===== src/rtl/ram_arbiter_pkg.sv =====
// Shared constants and types for the RAM arbiter slice.
// Parameter defaults, requester count and controller states.
package ram_ctrl_pkg;

  localparam int ADDR_W    = 3;
  localparam int DATA_W    = 4;
  localparam int DEPTH     = 4;
  localparam int INIT_BASE = 2;
  localparam int NREQ      = 2;

  typedef enum logic {
    ST_INIT,
    ST_RUN
  } state_t;

endpackage


===== src/rtl/ram_arbiter_if.sv =====
// Requester-side bus of the RAM arbiter: req/we/addr/wdata in,
// gnt/rvalid/rdata/err out. Requester i uses slice i of packed fields.
interface ram_arbiter_if #(
  parameter int AW = ram_ctrl_pkg::ADDR_W,
  parameter int DW = ram_ctrl_pkg::DATA_W
);
  import ram_ctrl_pkg::*;

  logic [NREQ-1:0]    req;
  logic [NREQ-1:0]    we;
  logic [NREQ*AW-1:0] addr;
  logic [NREQ*DW-1:0] wdata;
  logic [NREQ-1:0]    gnt;
  logic [NREQ-1:0]    rvalid;
  logic [DW-1:0]      rdata;
  logic [NREQ-1:0]    err;

  modport master (
    output req, we, addr, wdata,
    input  gnt, rvalid, rdata, err
  );

  modport slave (
    input  req, we, addr, wdata,
    output gnt, rvalid, rdata, err
  );

endinterface


===== src/rtl/ram_arbiter_rr_arb2.sv =====
// Two-way round-robin grant: req_i, ptr_i (favoured id), en_i in;
// one-hot-or-zero gnt_o out. Purely combinational.
module rr_arb2 (
  input  logic [1:0] req_i,
  input  logic       ptr_i,
  input  logic       en_i,
  output logic [1:0] gnt_o
);

  always_comb begin
    gnt_o = 2'b00;
    if (en_i) begin
      unique case (1'b1)
        (req_i == 2'b11): gnt_o = ptr_i ? 2'b10 : 2'b01;
        default:          gnt_o = req_i;
      endcase
    end
  end

endmodule


===== src/rtl/ram_arbiter.sv =====
// Owns the single-port RAM: preloads it after reset or init_start,
// then grants one op per cycle round-robin. Ports: clk, rst,
// requester bus (slave), init_start, busy, ram_addr/wr/din, ram_dout.
module ram_arbiter #(
  parameter int ADDR_W    = ram_ctrl_pkg::ADDR_W,
  parameter int DATA_W    = ram_ctrl_pkg::DATA_W,
  parameter int DEPTH     = ram_ctrl_pkg::DEPTH,
  parameter int INIT_BASE = ram_ctrl_pkg::INIT_BASE
) (
  input  logic              clk,
  input  logic              rst,
  ram_arbiter_if.slave      bus,
  input  logic              init_start,
  output logic              busy,
  output logic [ADDR_W-1:0] ram_addr,
  output logic              ram_wr,
  output logic [DATA_W-1:0] ram_din,
  input  logic [DATA_W-1:0] ram_dout
);
  import ram_ctrl_pkg::*;

  localparam logic [ADDR_W:0] LIM =
    (ADDR_W+1)'(DEPTH);
  localparam logic [ADDR_W-1:0] LAST =
    ADDR_W'(DEPTH-1);

  state_t            state_q;
  logic [ADDR_W-1:0] cnt_q;
  logic              ptr_q;

  logic [ADDR_W-1:0] ram_addr_q;
  logic              ram_wr_q;
  logic [DATA_W-1:0] ram_din_q;

  // stage 1: op on the RAM bus
  logic              p1_rd_q;
  logic              p1_err_q;
  logic              p1_id_q;

  // stage 2: response to requester
  logic [1:0]        rvalid_q;
  logic [1:0]        err_q;
  logic [DATA_W-1:0] rdata_q;

  logic [1:0]        gnt;
  logic              arb_en;
  logic              acc;
  logic              sel_id;
  logic              sel_we;
  logic [ADDR_W-1:0] sel_addr;
  logic [DATA_W-1:0] sel_data;
  logic              sel_ok;

  assign arb_en = (state_q == ST_RUN) && !init_start;

  rr_arb2 u_arb (
    .req_i (bus.req),
    .ptr_i (ptr_q),
    .en_i  (arb_en),
    .gnt_o (gnt)
  );

  assign acc      = |gnt;
  assign sel_id   = gnt[1];
  assign sel_we   = sel_id ? bus.we[1] : bus.we[0];
  assign sel_addr = sel_id ? bus.addr[2*ADDR_W-1:ADDR_W]
                           : bus.addr[ADDR_W-1:0];
  assign sel_data = sel_id ? bus.wdata[2*DATA_W-1:DATA_W]
                           : bus.wdata[DATA_W-1:0];
  assign sel_ok   = {1'b0, sel_addr} < LIM;

  always_ff @(posedge clk or posedge rst) begin
    if (rst) begin
      state_q    <= ST_INIT;
      cnt_q      <= '0;
      ptr_q      <= 1'b0;
      ram_addr_q <= '0;
      ram_wr_q   <= 1'b0;
      ram_din_q  <= '0;
      p1_rd_q    <= 1'b0;
      p1_err_q   <= 1'b0;
      p1_id_q    <= 1'b0;
      rvalid_q   <= '0;
      err_q      <= '0;
      rdata_q    <= '0;
    end else begin
      // idle bus unless a preload or valid op claims it
      ram_addr_q <= '0;
      ram_wr_q   <= 1'b0;
      ram_din_q  <= '0;

      p1_rd_q  <= acc && sel_ok && !sel_we;
      p1_err_q <= acc && !sel_ok;
      p1_id_q  <= sel_id;

      rvalid_q <= {p1_id_q, !p1_id_q} & {2{p1_rd_q}};
      err_q    <= {p1_id_q, !p1_id_q} & {2{p1_err_q}};
      if (p1_rd_q)
        rdata_q <= ram_dout;

      if (acc)
        ptr_q <= gnt[0];

      unique case (state_q)
        ST_INIT: begin
          ram_addr_q <= cnt_q;
          ram_wr_q   <= 1'b1;
          ram_din_q  <= DATA_W'(INIT_BASE) + DATA_W'(cnt_q);
          if (cnt_q == LAST) begin
            cnt_q   <= '0;
            state_q <= ST_RUN;
          end else begin
            cnt_q <= cnt_q + 1'b1;
          end
        end
        ST_RUN: begin
          if (init_start) begin
            cnt_q   <= '0;
            state_q <= ST_INIT;
          end else if (acc && sel_ok) begin
            ram_addr_q <= sel_addr;
            ram_wr_q   <= sel_we;
            ram_din_q  <= sel_data;
          end
        end
        default: state_q <= ST_INIT;
      endcase
    end
  end

  assign busy       = (state_q == ST_INIT);
  assign ram_addr   = ram_addr_q;
  assign ram_wr     = ram_wr_q;
  assign ram_din    = ram_din_q;
  assign bus.gnt    = gnt;
  assign bus.rvalid = rvalid_q;
  assign bus.err    = err_q;
  assign bus.rdata  = rdata_q;

endmodule


===== src/flat_wrapper.sv =====
// flat-port wrapper written by rule: the top's interface ports become plain ports
module ram_arbiter_flat import ram_ctrl_pkg::*;
#(
  parameter int ADDR_W    = ram_ctrl_pkg::ADDR_W,
  parameter int DATA_W    = ram_ctrl_pkg::DATA_W,
  parameter int DEPTH     = ram_ctrl_pkg::DEPTH,
  parameter int INIT_BASE = ram_ctrl_pkg::INIT_BASE
)
  (clk, rst, init_start, busy, ram_addr, ram_wr, ram_din, ram_dout, bus_req, bus_we, bus_addr, bus_wdata, bus_gnt, bus_rvalid, bus_rdata, bus_err);
  ram_arbiter_if bus_i ();
  input  logic clk;
  input  logic rst;
  input  logic init_start;
  output logic busy;
  output logic [ADDR_W-1:0] ram_addr;
  output logic ram_wr;
  output logic [DATA_W-1:0] ram_din;
  input  logic [DATA_W-1:0] ram_dout;
  input wire logic [$bits(bus_i.req)-1:0] bus_req;
  input wire logic [$bits(bus_i.we)-1:0] bus_we;
  input wire logic [$bits(bus_i.addr)-1:0] bus_addr;
  input wire logic [$bits(bus_i.wdata)-1:0] bus_wdata;
  output wire logic [$bits(bus_i.gnt)-1:0] bus_gnt;
  output wire logic [$bits(bus_i.rvalid)-1:0] bus_rvalid;
  output wire logic [$bits(bus_i.rdata)-1:0] bus_rdata;
  output wire logic [$bits(bus_i.err)-1:0] bus_err;
  assign bus_i.req = bus_req;
  assign bus_i.we = bus_we;
  assign bus_i.addr = bus_addr;
  assign bus_i.wdata = bus_wdata;
  assign bus_gnt = bus_i.gnt;
  assign bus_rvalid = bus_i.rvalid;
  assign bus_rdata = bus_i.rdata;
  assign bus_err = bus_i.err;
  ram_arbiter #(.ADDR_W(ADDR_W), .DATA_W(DATA_W), .DEPTH(DEPTH), .INIT_BASE(INIT_BASE)) u_core (.clk(clk), .rst(rst), .bus(bus_i), .init_start(init_start), .busy(busy), .ram_addr(ram_addr), .ram_wr(ram_wr), .ram_din(ram_din), .ram_dout(ram_dout));
endmodule

===== config.mk =====
export PLATFORM = sky130hd
export DESIGN_NAME = ram_arbiter_flat
export DESIGN_NICKNAME = d
export VERILOG_FILES = /design/src/rtl/ram_arbiter_pkg.sv /design/src/rtl/ram_arbiter_if.sv /design/src/rtl/ram_arbiter_rr_arb2.sv /design/src/rtl/ram_arbiter.sv /design/src/flat_wrapper.sv
export SDC_FILE = /design/constraint.sdc
export NUM_CORES = 1
export LEC_CHECK = 0
export CAP_MARGIN = 0
export CELL_PAD_IN_SITES_DETAIL_PLACEMENT = 1
export CELL_PAD_IN_SITES_GLOBAL_PLACEMENT = 1
export CORE_MARGIN = 2
export CORE_UTILIZATION = 33
export DETAILED_ROUTE_END_ITERATION = 10
export PLACE_DENSITY = 0.88
export SYNTH_ARGS = -nofsm -noshare
export SYNTH_HDL_FRONTEND = slang
export SYNTH_SLANG_ARGS = --single-unit

===== constraint.sdc =====
create_clock -name clk -period 3.7 [get_ports clk]
set_clock_uncertainty 0.1 [all_clocks]
set_input_delay 0.555 -clock clk [delete_from_list [all_inputs] [get_ports clk]]
set_output_delay 0.555 -clock clk [all_outputs]
set_load 0.02 [all_outputs]

==> metrics.txt <==
# TYPE chip_impl_metric gauge
chip_impl_info{name="run_status",value="complete, but fails checks"} 1
chip_impl_info{name="failed_checks",value="design-rule violations"} 1
chip_impl_metric{name="arrival",unit="ns"} 2.10
chip_impl_metric{name="min_path_cells",unit=""} 1
chip_impl_metric{name="synth-seq-area-share",unit=""} 0.603
chip_impl_metric{name="drt_first_pass_iters",unit=""} 9
chip_impl_metric{name="layout_setup_ws",unit="ns"} 0.945
chip_impl_info{name="timing.critical_path.to_type",value="output port"} 1
chip_impl_metric{name="hpwl",unit="mm"} 1.87
chip_impl_metric{name="power.clock.fraction",unit=""} 0.195
chip_impl_metric{name="post-synth-top-area-fraction",unit=""} 0.603
chip_impl_metric{name="route.detailed.drc",unit=""} 4
chip_impl_metric{name="p_sw_frac",unit=""} 0.332
chip_impl_metric{name="cts_setup_buffers",unit=""} 0
chip_impl_metric{name="worstRegToRegCells",unit=""} 4
chip_impl_metric{name="synth.avg_cell_area",unit="sq um"} 12.8
chip_impl_metric{name="max-cap-violations",unit=""} 0
chip_impl_metric{name="postRouteWirelength",unit="mm"} 2.39
chip_impl_metric{name="portBuffers",unit=""} 43
chip_impl_metric{name="worst_skew_pair_later_pin_latency",unit="ns"} 0.31
chip_impl_metric{name="synth_async_sr_flop_share",unit=""} 1.00
chip_impl_metric{name="timing_hold_violations_final",unit=""} 0
chip_impl_metric{name="count_of_inserted_antenna_diode_cells",unit=""} 0
chip_impl_metric{name="grt_antenna_before_repair",unit=""} 0
chip_impl_metric{name="maxSlewViolCount",unit=""} 0
chip_impl_metric{name="postRouteAntennaNets",unit=""} 0
chip_impl_metric{name="synth_cells",unit=""} 78
chip_impl_metric{name="timing.slew.headroom",unit=""} 0.409
chip_impl_metric{name="finalSetupTns",unit="ns"} 0
chip_impl_metric{name="power-per-cell-area",unit="mW/mm^2"} 645
chip_impl_metric{name="route.vias.total",unit=""} 785
chip_impl_metric{name="synth_warn",unit=""} 0
chip_impl_info{name="cts_root_buffer",value="clkbuf_4"} 1
chip_impl_metric{name="clkSinkCount",unit=""} 24
chip_impl_metric{name="cts_repair_resize_count",unit=""} 0
chip_impl_metric{name="crit_fanout",unit=""} 8
chip_impl_metric{name="vdd_ir_drop_max",unit="mV"} 0.335
chip_impl_metric{name="cts.clk_slew.worst_paths",unit="ns"} 0.14
chip_impl_info{name="unrepaired_setup_endpoints_after_global_routing",value="false"} 1
chip_impl_metric{name="grt_first_pass_wirelength",unit="mm"} 4.13
chip_impl_metric{name="core_area",unit="sq mm"} 0.00281
chip_impl_metric{name="grt-ovfl-total",unit=""} 0
chip_impl_metric{name="dieArea",unit="sq mm"} 0.00347
chip_impl_metric{name="vias_in_the_first_global_route",unit=""} 850
chip_impl_info{name="synthDominantAreaCellType",value="dfrtp_1"} 1
chip_impl_metric{name="drt-wirelength-per-cell",unit="microns"} 15.3
chip_impl_metric{name="track_usage",unit=""} 0.157
chip_impl_metric{name="fraction_of_final_layout_cells_with_drive_strength_greater_than_1",unit=""} 0.112
chip_impl_metric{name="worst_slew_pin_slew",unit="ns"} 0.885
chip_impl_metric{name="die_width",unit="microns"} 58.9
chip_impl_metric{name="net-switching-power",unit="mW"} 0.325
chip_impl_metric{name="synth.ff_latch_count",unit=""} 24
chip_impl_metric{name="number_of_enable_type_register_cells_in_the_synthesized_netlist",unit=""} 0
chip_impl_metric{name="ctsHoldBuffers",unit=""} 0
chip_impl_metric{name="endpoints_failing_setup",unit=""} 0
chip_impl_metric{name="layout-area-overhead-vs-synth",unit="%"} 52.4
chip_impl_metric{name="drt_first_iter_violations",unit=""} 22
chip_impl_metric{name="fmaxAchievable",unit="MHz"} 363
chip_impl_metric{name="floorplan.io_pins",unit=""} 44
chip_impl_metric{name="gate_power_share",unit=""} 0.407
chip_impl_metric{name="period_share",unit=""} 0.745
chip_impl_metric{name="core.rowCount",unit=""} 19
chip_impl_metric{name="finalWeightedCongestion",unit=""} 0.825
chip_impl_metric{name="dpl_worst_slack",unit="ns"} 0.950
chip_impl_info{name="hold_path_class",value="reg -> reg"} 1
chip_impl_metric{name="cts_buffer_count",unit=""} 3
chip_impl_metric{name="netlist_area",unit="sq um"} 996
chip_impl_info{name="post_synth_main_area_contributors",value="dfrtp_1, mux2i_1, mux2_2"} 1
chip_impl_metric{name="num-nets-final",unit=""} 153
chip_impl_metric{name="vias_cell",unit=""} 5.03
chip_impl_metric{name="pwr-share-seq",unit=""} 0.398
chip_impl_metric{name="start_util",unit=""} 0.355
chip_impl_metric{name="cellInternalPower",unit="mW"} 0.654
chip_impl_info{name="criticalPathCategory",value="in -> out"} 1
chip_impl_metric{name="grt_start_max_net_pins",unit=""} 25
chip_impl_info{name="critPathLaunchType",value="input pin"} 1
chip_impl_metric{name="htreeDepth",unit=""} 1
chip_impl_metric{name="critPathMaxStageDelay",unit="ns"} 0.62
chip_impl_metric{name="ys_types",unit=""} 26
chip_impl_metric{name="worst_ep_required_time",unit="ns"} 3.04
chip_impl_metric{name="clock_path_buffers",unit=""} 2
chip_impl_info{name="crit_slowest_cell",value="clkdlybuf4s50_1"} 1
chip_impl_info{name="critPathMostFrequentCell",value="clkdlybuf4s50_1"} 1
chip_impl_info{name="cts_tree",value="built"} 1
chip_impl_metric{name="post_syn_nets",unit=""} 105
chip_impl_metric{name="floorplan.die.height",unit="microns"} 58.9
chip_impl_info{name="synth_flop_cell",value="dfrtp_1"} 1
chip_impl_metric{name="leak",unit="nW"} 0.692
chip_impl_info{name="path_cells",value="clkdlybuf4s50_1 > nand2_4 > nor2_1 > clkdlybuf4s50_1"} 1
chip_impl_metric{name="min_period",unit="ns"} 2.75
[stage by stage]
| step | instances | hold slack, ns | cell area (sq um) | util | total power [mW] |
|---|---|---|---|---|---|
| 2_1_floorplan | 78 | 0.331 | 996 | - | 0.604 |
| 3_3_place_gp | 152 | 0.351 | 1470 | 0.522 | 0.776 |
| 3_5_place_dp | 152 | 0.371 | 1470 | 0.522 | 0.797 |
| 4_1_cts | 156 | 0.390 | 1520 | 0.541 | 0.990 |
| 5_1_grt | 156 | 0.426 | 1520 | 0.541 | 1.04 |
| 6_report | 156 | 0.398 | 1520 | 0.541 | 0.979 |
[cell usage in the layout (no fill, tap or decap)]
cell             instances
clkdlybuf4s50_1         43
dfrtp_1                 24
nand2_1                  7
mux2i_1                  6
nor2_1                   5
mux2_2                   4
inv_1                    3
o2bb2ai_1                3
nor2b_1                  3
clkbuf_4                 3
o21ai_1                  2
nand3_1                  2
a21oi_1                  2
and2_1                   2
ha_1                     2
a21bo_2                  1
nor2_2                   1
and2b_1                  1
nand2b_4                 1
o2bb2ai_2                1
nand2_4                  1
o22ai_1                  1
mux2_4                   1
a31o_1                   1
o21ai_0                  1
a22o_1                   1
o21a_1                   1
a31oi_1                  1
bufinv_16                1
[area by class of cell]
class,instances,area (sq um)
fillers,301,1290
flip-flops and latches,24,601
repair buffers,43,430
multi-input cells,51,384
well taps,31,38.8
clock inverters,1,30.0
clock buffers,3,22.5
inverters,3,11.3
[sequential cells by signal (all words and copies together), names as in the netlist]
| signal | count |
|---|---|
| u_core.bus.err | 2 |
| u_core.ptr_q | 1 |
| u_core.ram_addr | 3 |
| u_core.state_q | 1 |
| u_core.ram_wr | 1 |
| u_core.p1_err_q | 1 |
| u_core.p1_id_q | 1 |
| u_core.cnt_q | 3 |
| u_core.ram_din | 4 |
| u_core.p1_rd_q | 1 |
| u_core.bus.rdata | 4 |
| u_core.bus.rvalid | 2 |
[per-layer routing]
layer / vias to the layer above / wire length (microns) / global-route usage
li1: 365 / - / -
met1: 393 / 964 / 0.189
met2: 27 / 1260 / 0.281
met3: 0 / 173 / 0.0505
met4: 0 / 0 / 0.0195
met5: - / 0 / 0
[cell usage after synthesis (3+ instances only)]
master and instances:
mux2_2 4, nand2_1 7, nor2_1 5, o2bb2ai_1 3, inv_1 3, dfrtp_1 24, mux2i_1 6, nor2b_1 3
[power groups by stage]
stage / clock [mW] / sequential (mW) / combinational (mW)
after global routing: 0.209 / 0.403 / 0.431
after floorplan: 0 / 0.454 / 0.150
after detailed placement: 0 / 0.397 / 0.400
final: 0.191 / 0.389 / 0.399
after global placement: 0 / 0.389 / 0.387
after CTS: 0.196 / 0.390 / 0.404
[worst max-delay path, delay by kind of cell]
| family | cells | cell delay [ns] |
|---|---|---|
| buffers and inverters | 2 | 1.23 |
| and+or+nand+nor | 2 | 0.32 |
[final timing paths]
path | from | end | slack [ns]
max | bus_req[1] | bus_gnt[1] | 0.95
min | u_core.p1_id_q | u_core.bus.err[0] | 0.40
max reg2reg | u_core.ptr_q | u_core.ram_wr | 2.16
min reg2reg | u_core.p1_id_q | u_core.bus.err[0] | 0.40
max in group asynchronous | rst | u_core.ram_din[3] | 2.33
min in group asynchronous | rst | u_core.p1_err_q | 0.62
[logic make-up after synthesis]
| logic type | share of synthesized area |
|---|---|
| mux | 0.121 |
| fa+ha+maj | 0.0251 |
| simple gates | 0.126 |
| flops | 0.603 |
| buf+inv | 0.0113 |
| compound gates | 0.114 |
Note: power is estimated with default switching activity, not from simulation.
